### src/rtl/supercar_seq.sv
// supercar_seq: prescaled bounce FSM driving an up/down loadable counter into a one-hot LED scan; SUPERCAR_TRAIL_EN adds a 2-LED trail
module supercar_seq #(
  parameter int N_BIT       = 4,
  parameter int MAX_POS     = 7,
  parameter int PRESC_BITS  = 8,
  parameter int DWELL_TICKS = 2
) (
  input  logic                  clk,
  input  logic                  rst,
  input  logic                  start,
  input  logic                  stop,
  input  logic [PRESC_BITS-1:0] speed,
  input  logic [N_BIT-1:0]      cnt_in,
  output logic                  cnt_en,
  output logic                  cnt_dnu,
  output logic                  cnt_pl,
  output logic [N_BIT-1:0]      cnt_pin,
  output logic [MAX_POS:0]      led,
  output logic                  busy,
  output logic                  dir
);
  localparam int DW = DWELL_TICKS > 1 ? $clog2(DWELL_TICKS) : 1;
  localparam logic [N_BIT-1:0] MAX_V = N_BIT'(MAX_POS);
  typedef enum logic [2:0] {IDLE, LOAD, RUN_UP, DWELL_HI, RUN_DOWN, DWELL_LO} state_t;
  state_t state, nxt;
  logic [PRESC_BITS-1:0] presc;
  logic [DW-1:0] dwell;
  logic running, in_dwell, tick, dwell_done;
  logic [MAX_POS:0] led_nxt;
  function automatic logic [MAX_POS:0] onehot(input logic [N_BIT-1:0] v);
    onehot = '0;
    for (int i = 0; i <= MAX_POS; i++) onehot[i] = v == N_BIT'(i);
  endfunction
  assign running    = state inside {RUN_UP, DWELL_HI, RUN_DOWN, DWELL_LO};
  assign in_dwell   = state inside {DWELL_HI, DWELL_LO};
  assign tick       = running && presc >= speed;
  assign dwell_done = dwell == DW'(DWELL_TICKS - 1);
  // state register
  always_ff @(posedge clk)
    state <= rst ? IDLE : nxt;
  // next state; stop overrides everything outside IDLE
  always_comb begin
    nxt = state;
    case (state)
      IDLE:     nxt = start && !stop ? LOAD : IDLE;
      LOAD:     nxt = RUN_UP;
      RUN_UP:   nxt = tick && cnt_in >= MAX_V ? DWELL_HI : RUN_UP;
      DWELL_HI: nxt = tick && dwell_done ? RUN_DOWN : DWELL_HI;
      RUN_DOWN: nxt = tick && cnt_in == '0 ? DWELL_LO : RUN_DOWN;
      DWELL_LO: nxt = tick && dwell_done ? RUN_UP : DWELL_LO;
      default:  nxt = IDLE;
    endcase
    if (stop && state != IDLE) nxt = IDLE;
  end
  // counter controls; enable suppressed while stop aborts the scan
  always_comb begin
    cnt_pl  = state == LOAD;
    cnt_dnu = state == RUN_DOWN;
    cnt_pin = '0;
    busy    = state != IDLE;
    dir     = state inside {RUN_DOWN, DWELL_LO};
    cnt_en  = !stop && (state == LOAD
              || (state == RUN_UP && tick && cnt_in < MAX_V)
              || (state == RUN_DOWN && tick && cnt_in != '0));
  end
  // prescaler and dwell counter restart on every state change
  always_ff @(posedge clk) begin
    presc <= rst || nxt != state || !running || tick ? '0 : presc + 1'b1;
    dwell <= rst || nxt != state || !in_dwell ? '0 : tick ? dwell + 1'b1 : dwell;
  end
`ifdef SUPERCAR_TRAIL_EN
  logic [N_BIT-1:0] last_pos, prev_pos, prev_nxt;
  assign prev_nxt = state == LOAD ? '0 : busy && cnt_in != last_pos ? last_pos : prev_pos;
  assign led_nxt  = onehot(cnt_in) | onehot(prev_nxt);
  // remember the previous distinct position for the trail
  always_ff @(posedge clk) begin
    last_pos <= rst || state == LOAD ? '0 : cnt_in;
    prev_pos <= rst ? '0 : prev_nxt;
  end
`else
  assign led_nxt = onehot(cnt_in);
`endif
  // registered LED bar, dark while idle
  always_ff @(posedge clk)
    led <= rst || !busy ? '0 : led_nxt;
endmodule

### config.mk
export PLATFORM = sky130hd
export DESIGN_NAME = supercar_seq
export DESIGN_NICKNAME = d
export VERILOG_FILES = /design/src/rtl/supercar_seq.sv
export SDC_FILE = /design/constraint.sdc
export NUM_CORES = 1
export LEC_CHECK = 0
export ABC_AREA = 1
export CAP_MARGIN = 15
export CORE_MARGIN = 8
export CORE_UTILIZATION = 47
export DETAILED_ROUTE_END_ITERATION = 7
export PLACE_DENSITY = 0.78
export SYNTH_ARGS = -nofsm -noshare
export SYNTH_HDL_FRONTEND = slang
export SYNTH_SLANG_ARGS = --single-unit
### constraint.sdc
create_clock -name clk -period 2.35 [get_ports clk]
set_clock_uncertainty 0.05 [all_clocks]
set_input_delay 0.3525 -clock clk [delete_from_list [all_inputs] [get_ports clk]]
set_output_delay 0.3525 -clock clk [all_outputs]
set_load 0.05 [all_outputs]
==> results.sh, run 1 <==
export IMPL_crit_family="simple AND/OR/NAND/NOR gates"
export IMPL_via_per_inst=4.79
export IMPL_holdWs_ns=0.388
export IMPL_syn_area_per_cell_um2=6.98
export IMPL_internal_power_uw=570
export IMPL_overflow=0
export IMPL_slowest_stage="dfxtp_2"
export IMPL_cts_made_buffers=3
export IMPL_antenna_found_initial=0
export IMPL_synthAdderAreaFrac_pct=9.43
export IMPL_pin_count=33
export IMPL_worstPathCellList="ha_1 > nand2_2 > nor2_2 > nand4_1 > nand3_2 > nand2_1 > inv_2 > o21ai_2 > a21oi_2 > buf_12"
export IMPL_comb_power_share_pct=18.9
export IMPL_yosys_area_top_type="dfxtp_1"
export IMPL_cts_tree="done"
export IMPL_grt_pass1_vias=1105
export IMPL_routed_wl_um=2900
export IMPL_ys_top_cells_by_area="dfxtp_1 (34%), nand2_1 (10%), ha_1 (9.4%)"
export IMPL_drv_slew=0
export IMPL_drtIter0Drc=54
export IMPL_drt_pass1_iterations=6
export IMPL_yosysWarningCount=0
export IMPL_synth_cells=171
export IMPL_max_cap_violations=0
export IMPL_critical_path_class="flop to output pin"
export IMPL_place_gp_congestion=0.830
export IMPL_setup_viol=0
export IMPL_gr_usage_all_layers_pct=13.6
export IMPL_synth_xor_area_share_pct=4.40
export IMPL_hold_path_class="flop to flop"
export IMPL_cp_end_kind="output pin"
export IMPL_root_buffer="clkbuf_4"
export IMPL_clockBufferDepth=2
export IMPL_slew_headroom_pct=65.5
export IMPL_rows=18
export IMPL_crit_buf_inv=2
export IMPL_netlist_area_um2=1190
export IMPL_clock_sinks=20
export IMPL_drc=0
export IMPL_nNetsFinal=240
export IMPL_path_clk_slew_ns=0.12
export IMPL_n_antenna_cell=0
export IMPL_port_buffers=28
export IMPL_seqPwrFrac_pct=44.8
export IMPL_slowest_delay_ns=0.34
export IMPL_die_width_um=66.4
export IMPL_period_share_pct=96.0
export IMPL_core_um2=2430
export IMPL_vias=1169
export IMPL_routedWlPerCell_um=11.9
export IMPL_tns_ns=0
export IMPL_grt_pass1_wl_um=4770
export IMPL_die_h_um=66.4
export IMPL_final_common_cell="nand2_1"
export IMPL_critPathMaxFanout=2
export IMPL_netSwitchingFraction_pct=26.0
export IMPL_ir_drop_mv=0.468
export IMPL_area_growth_pct=43.4
export IMPL_worstMarginPinSlew_ns=0.516
export IMPL_placed_cells=233
export IMPL_p_sw_uw=200
export IMPL_synth_simple_area_share_pct=35.6
export IMPL_ys_seq_area_share_pct=33.5
export IMPL_required_ns=1.95
export IMPL_p_leak_nw=0.867
export IMPL_p_per_area_nw_per_um2=449
export IMPL_ant_nets=0
export IMPL_synth_mux_area_share_pct=0
export IMPL_drive_gt1_share_pct=22.9
export IMPL_layout_common_cells="nand2_1 (32), nor2_1 (29), inv_1 (24), clkdlybuf4s50_1 (17), dfxtp_1 (14)"
export IMPL_fin_area_um2=1710
export IMPL_post_dp_cell_area_um2=1540
export IMPL_insertion_delay_ns=0.30
export IMPL_final_hold_violation_count=0
export IMPL_grt_max_degree=13
export IMPL_dp_hpwl_um=2150
export IMPL_finalCriticalPeriod_ns=2.26
export IMPL_start_util_pct=49.1
export IMPL_yosys_area_top_type_share_pct=33.5
export IMPL_cts_max_level=1
export IMPL_synth_top_family_by_area="simple AND/OR/NAND/NOR gates"
export IMPL_status="complete, no violations"
export IMPL_die_area_um2=4410
export IMPL_final_core_util_pct=70.4
export IMPL_pwr_share_clk_pct=36.3
export IMPL_fmax_mhz=443
export IMPL_cts_hold_buf=0
export IMPL_synth_compound_area_share_pct=4.72
export IMPL_ys_ff_latch=20
export IMPL_yosysUniqueCellTypes=24
export IMPL_cp_data_arrival_time_ns=1.85
export IMPL_stdcell_count=244
export IMPL_start_kind="flop"
export IMPL_fillerInstances=204
## kinds of logic (layout without fill, tap and decap cells)
family / Yosys count / in the layout
xor gates and xnor gates: 6 / 6
DFF: 20 / 20
adders and majority gates: 9 / 9
AOI/OAI and AO/OA: 10 / 10
and+or+nand+nor: 91 / 91
buffers and inverters: 34 / 74
other: 1 / 4
## power by group through the flow
| stage | registers, mW | clock network, mW | logic [mW] |
|---|---|---|---|
| final | 0.345 | 0.280 | 0.145 |
| after global routing | 0.345 | 0.306 | 0.159 |
| after CTS | 0.346 | 0.289 | 0.143 |
| after detailed placement | 0.353 | 0 | 0.142 |
| after global placement | 0.353 | 0 | 0.140 |
| after floorplan | 0.356 | 0 | 0.0901 |
## registers in the layout (all words and copies together) (netlist names)
signal and count:
dwell 1, led 8, presc 8, state 3
## worst paths after layout
kind	start	endpoint	slack [ns]	depth (start not counted)
min	presc[0]	presc[0]	0.39	1
max reg2reg	presc[5]	presc[3]	0.18	15
min reg2reg	presc[0]	presc[0]	0.39	1
max	presc[6]	cnt_en	0.09	10
## layer usage
layer	global-route usage (%)	up-vias	share of wire, %
met3	4.75	2	6.6
li1	-	611	-
met4	5.60	0	0.62
met1	15.1	527	41
met2	22.8	29	51
met5	0	-	0
## per-stage QoR
stage / worst slack [ns] / power, mW
final: 0.0946 / 0.769
after global routing: -0.00474 / 0.810
after CTS: 0.0336 / 0.778
after detailed placement: -0.288 / 0.495
after global placement: -0.232 / 0.493
after floorplan: 0.106 / 0.446
## cells in the mapped netlist
cell type / count
nand3_2: 3
dfxtp_1: 20
nor3_1: 1
nand3_1: 11
nand3b_1: 1
xor2_1: 5
nand2_1: 33
o21ai_0: 3
nor2_4: 1
nor2_1: 30
conb_1: 1
a31oi_1: 1
inv_1: 29
inv_2: 1
xnor2_1: 1
nand2_2: 4
ha_1: 9
a21o_1: 1
nand3_4: 1
a21oi_1: 4
nand4_1: 4
buf_4: 4
o21bai_1: 1
nor2_2: 2
## final cells by class
class	instances	area [um^2]	share of cell area [%]
clock inverter	1	30.0	1.75
multi-input combinational	120	719	42.0
timing repair buffer	40	379	22.1
tap	30	37.5	2.19
inverter	30	113	6.58
clock buffer	3	22.5	1.32
sequential	20	410	24.0
## repair_timing
item                                    CTS  global route
endpoints found under the setup margin    1            11
pin swaps                                14             4
resized for setup                        18            13
setup buffers                             2             5
No activity file was read; power rests on OpenSTA's default activity.
==> run 2: changes to the inputs <==
--- a/config.mk
+++ b/config.mk
@@ -10,6 +10,7 @@
 export CORE_MARGIN = 8
 export CORE_UTILIZATION = 47
 export DETAILED_ROUTE_END_ITERATION = 7
+export HOLD_SLACK_MARGIN = 0.15
 export PLACE_DENSITY = 0.78
 export SYNTH_ARGS = -nofsm -noshare
 export SYNTH_HDL_FRONTEND = slang
==> results of run 2 <==
Final layout, timing and power as in run 1 (identical DEF).
==> run 3: changes to the inputs <==
--- a/config.mk
+++ b/config.mk
@@ -7,11 +7,13 @@
 export LEC_CHECK = 0
 export ABC_AREA = 1
 export CAP_MARGIN = 15
+export CELL_PAD_IN_SITES_DETAIL_PLACEMENT = 0
+export CELL_PAD_IN_SITES_GLOBAL_PLACEMENT = 2
 export CORE_MARGIN = 8
-export CORE_UTILIZATION = 47
+export CORE_UTILIZATION = 25
 export DETAILED_ROUTE_END_ITERATION = 7
 export HOLD_SLACK_MARGIN = 0.15
-export PLACE_DENSITY = 0.78
+export PLACE_DENSITY_LB_ADDON = 0.1
 export SYNTH_ARGS = -nofsm -noshare
 export SYNTH_HDL_FRONTEND = slang
 export SYNTH_SLANG_ARGS = --single-unit
==> run 3 against run 2 <==
Worst hold slack improved by 0.026 ns. Critical path depth unchanged. Routed wire length decreased by 0.93%. Setup slack improved by 0.048 ns. Clock power increased by 26%. Global-route usage decreased by 5.1 points. Sequential cell count unchanged. Die area increased by 64%. Via count decreased by 6.3%. First-iteration DRC count decreased by 89%. Power increased by 9.8%. Largest power group is now clock.
==> results.sh, run 3 (synthesis gave the netlist of run 1 again) <==
export IMPL_period_share_pct=93.9
export IMPL_setup_viol=0
export IMPL_final_common_cell="nand2_1"
export IMPL_fmax_mhz=453
export IMPL_worstMarginPinSlew_ns=0.510
export IMPL_insertion_delay_ns=0.26
export IMPL_port_buffers=28
export IMPL_post_dp_cell_area_um2=1580
export IMPL_dp_hpwl_um=2300
export IMPL_drt_pass1_iterations=3
export IMPL_cts_made_buffers=3
export IMPL_die_width_um=85.1
export IMPL_antenna_found_initial=0
export IMPL_nNetsFinal=236
export IMPL_vias=1095
export IMPL_met2_wirelength_um=1390
export IMPL_drv_slew=0
export IMPL_wl_met1_um=1250
export IMPL_finalPower_uw=845
export IMPL_pin_count=33
export IMPL_clock_sinks=20
export IMPL_critical_path_class="flop to output pin"
export IMPL_die_area_um2=7240
export IMPL_ant_nets=0
export IMPL_start_kind="flop"
export IMPL_rows=25
export IMPL_core_um2=4660
export IMPL_gr_usage_all_layers_pct=8.46
export IMPL_reg_largest_list="led (8), presc (8), state (3)"
export IMPL_die_h_um=85.1
export IMPL_ir_drop_mv=0.250
export IMPL_wl_met3_um=182
export IMPL_finalCriticalPeriod_ns=2.21
export IMPL_status="complete, no violations"
export IMPL_cts_max_level=1
export IMPL_clockBufferDepth=2
export IMPL_tns_ns=0
export IMPL_final_hold_violation_count=0
export IMPL_max_cap_violations=0
export IMPL_path_clk_slew_ns=0.08
export IMPL_slew_headroom_pct=65.9
export IMPL_layout_common_cells="nand2_1 (32), nor2_1 (29), inv_1 (23), dfxtp_1 (17), clkdlybuf4s50_1 (17)"
export IMPL_via_per_inst=4.15
export IMPL_n_antenna_cell=0
export IMPL_fin_area_um2=1720
export IMPL_cts_tree="done"
export IMPL_grt_pass1_vias=1129
export IMPL_cp_data_arrival_time_ns=1.81
export IMPL_routedWlPerCell_um=10.9
export IMPL_critPathMaxFanout=5
export IMPL_holdWs_ns=0.414
export IMPL_hold_path_class="flop to flop"
export IMPL_routed_wl_um=2880
export IMPL_area_growth_pct=44.4
export IMPL_grt_max_degree=13
export IMPL_root_buffer="clkbuf_8"
export IMPL_p_per_area_nw_per_um2=490
export IMPL_drtIter0Drc=6
export IMPL_grt_pass1_wl_um=4910
export IMPL_start_util_pct=25.6
export IMPL_cts_hold_buf=0
export IMPL_place_gp_congestion=0.796
export IMPL_drive_gt1_share_pct=21.4
export IMPL_overflow=0
export IMPL_required_ns=1.95
export IMPL_top_layer_used="met4"
export IMPL_cp_end_kind="output pin"
export IMPL_p_leak_nw=0.815
export IMPL_drc=0
==> run 3: cell types whose count changed in the layout (fill, tap and decap cells not counted), moves of 2 or more <==
cell | previous run | this run
dfxtp_2 | 5 | 3
buf_4 | 12 | 10
clkbuf_8 | 0 | 3
dfxtp_1 | 14 | 17
dlymetal6s2s_1 | 3 | 1
clkbuf_4 | 3 | 0
==> run 3: routing by layer <==
metal / track usage [%] / vias to the layer above
li1: - / 600
met1: 8.47 / 471
met2: 15.1 / 20
met3: 2.99 / 4
met4: 4.37 / 0
met5: 0 / -
==> run 3: worst paths after layout <==
| check | to | slack (ns) | from | cells after the start |
|---|---|---|---|---|
| min | presc[0] | 0.41 | presc[0] | 1 |
| min reg2reg | presc[0] | 0.41 | presc[0] | 1 |
| max reg2reg | presc[3] | 0.29 | presc[7] | 14 |
| max | cnt_en | 0.14 | presc[4] | 10 |
==> run 3: metrics by stage <==
stage	std cells	worst slack, ns	utilization, %
2_1_floorplan	174	0.106	-
3_3_place_gp	259	-0.299	34.0
3_5_place_dp	259	-0.348	34.0
4_1_cts	264	0.0775	36.9
5_1_grt	264	-0.0185	37.0
6_report	264	0.142	37.0
==> run 3: repair_timing <==
action,in CTS,in global routing
endpoints found under the setup margin,9,9
hold endpoints to repair,0,0
setup buffers,1,0
pin swaps,15,1
resized for setup,22,4
==> run 3: cell type report <==
| type | instances | area [um^2] |
|---|---|---|
| repair buffers | 36 | 339 |
| inverters | 30 | 113 |
| clock inverters | 1 | 30.0 |
| fillers | 525 | 2940 |
| multi-input cells | 120 | 729 |
| well taps | 54 | 67.6 |
| flip-flops and latches | 20 | 404 |
| clock buffers | 3 | 41.3 |
==> run 3: where the power goes <==
part           total [mW]  internal [mW]  switching, mW
Clock               0.353          0.228          0.125
Sequential          0.345          0.342        0.00349
Combinational       0.147         0.0581         0.0884
==> run 3: critical path: stages (launching register included) <==
cell	delay (ns)
dfxtp_2	0.35
ha_1	0.28
nand2_1	0.07
nor2_2	0.13
nand4_1	0.11
nand3_2	0.09
nand2_1	0.07
inv_2	0.06
o21ai_2	0.05
a21oi_2	0.17
buf_12	0.16
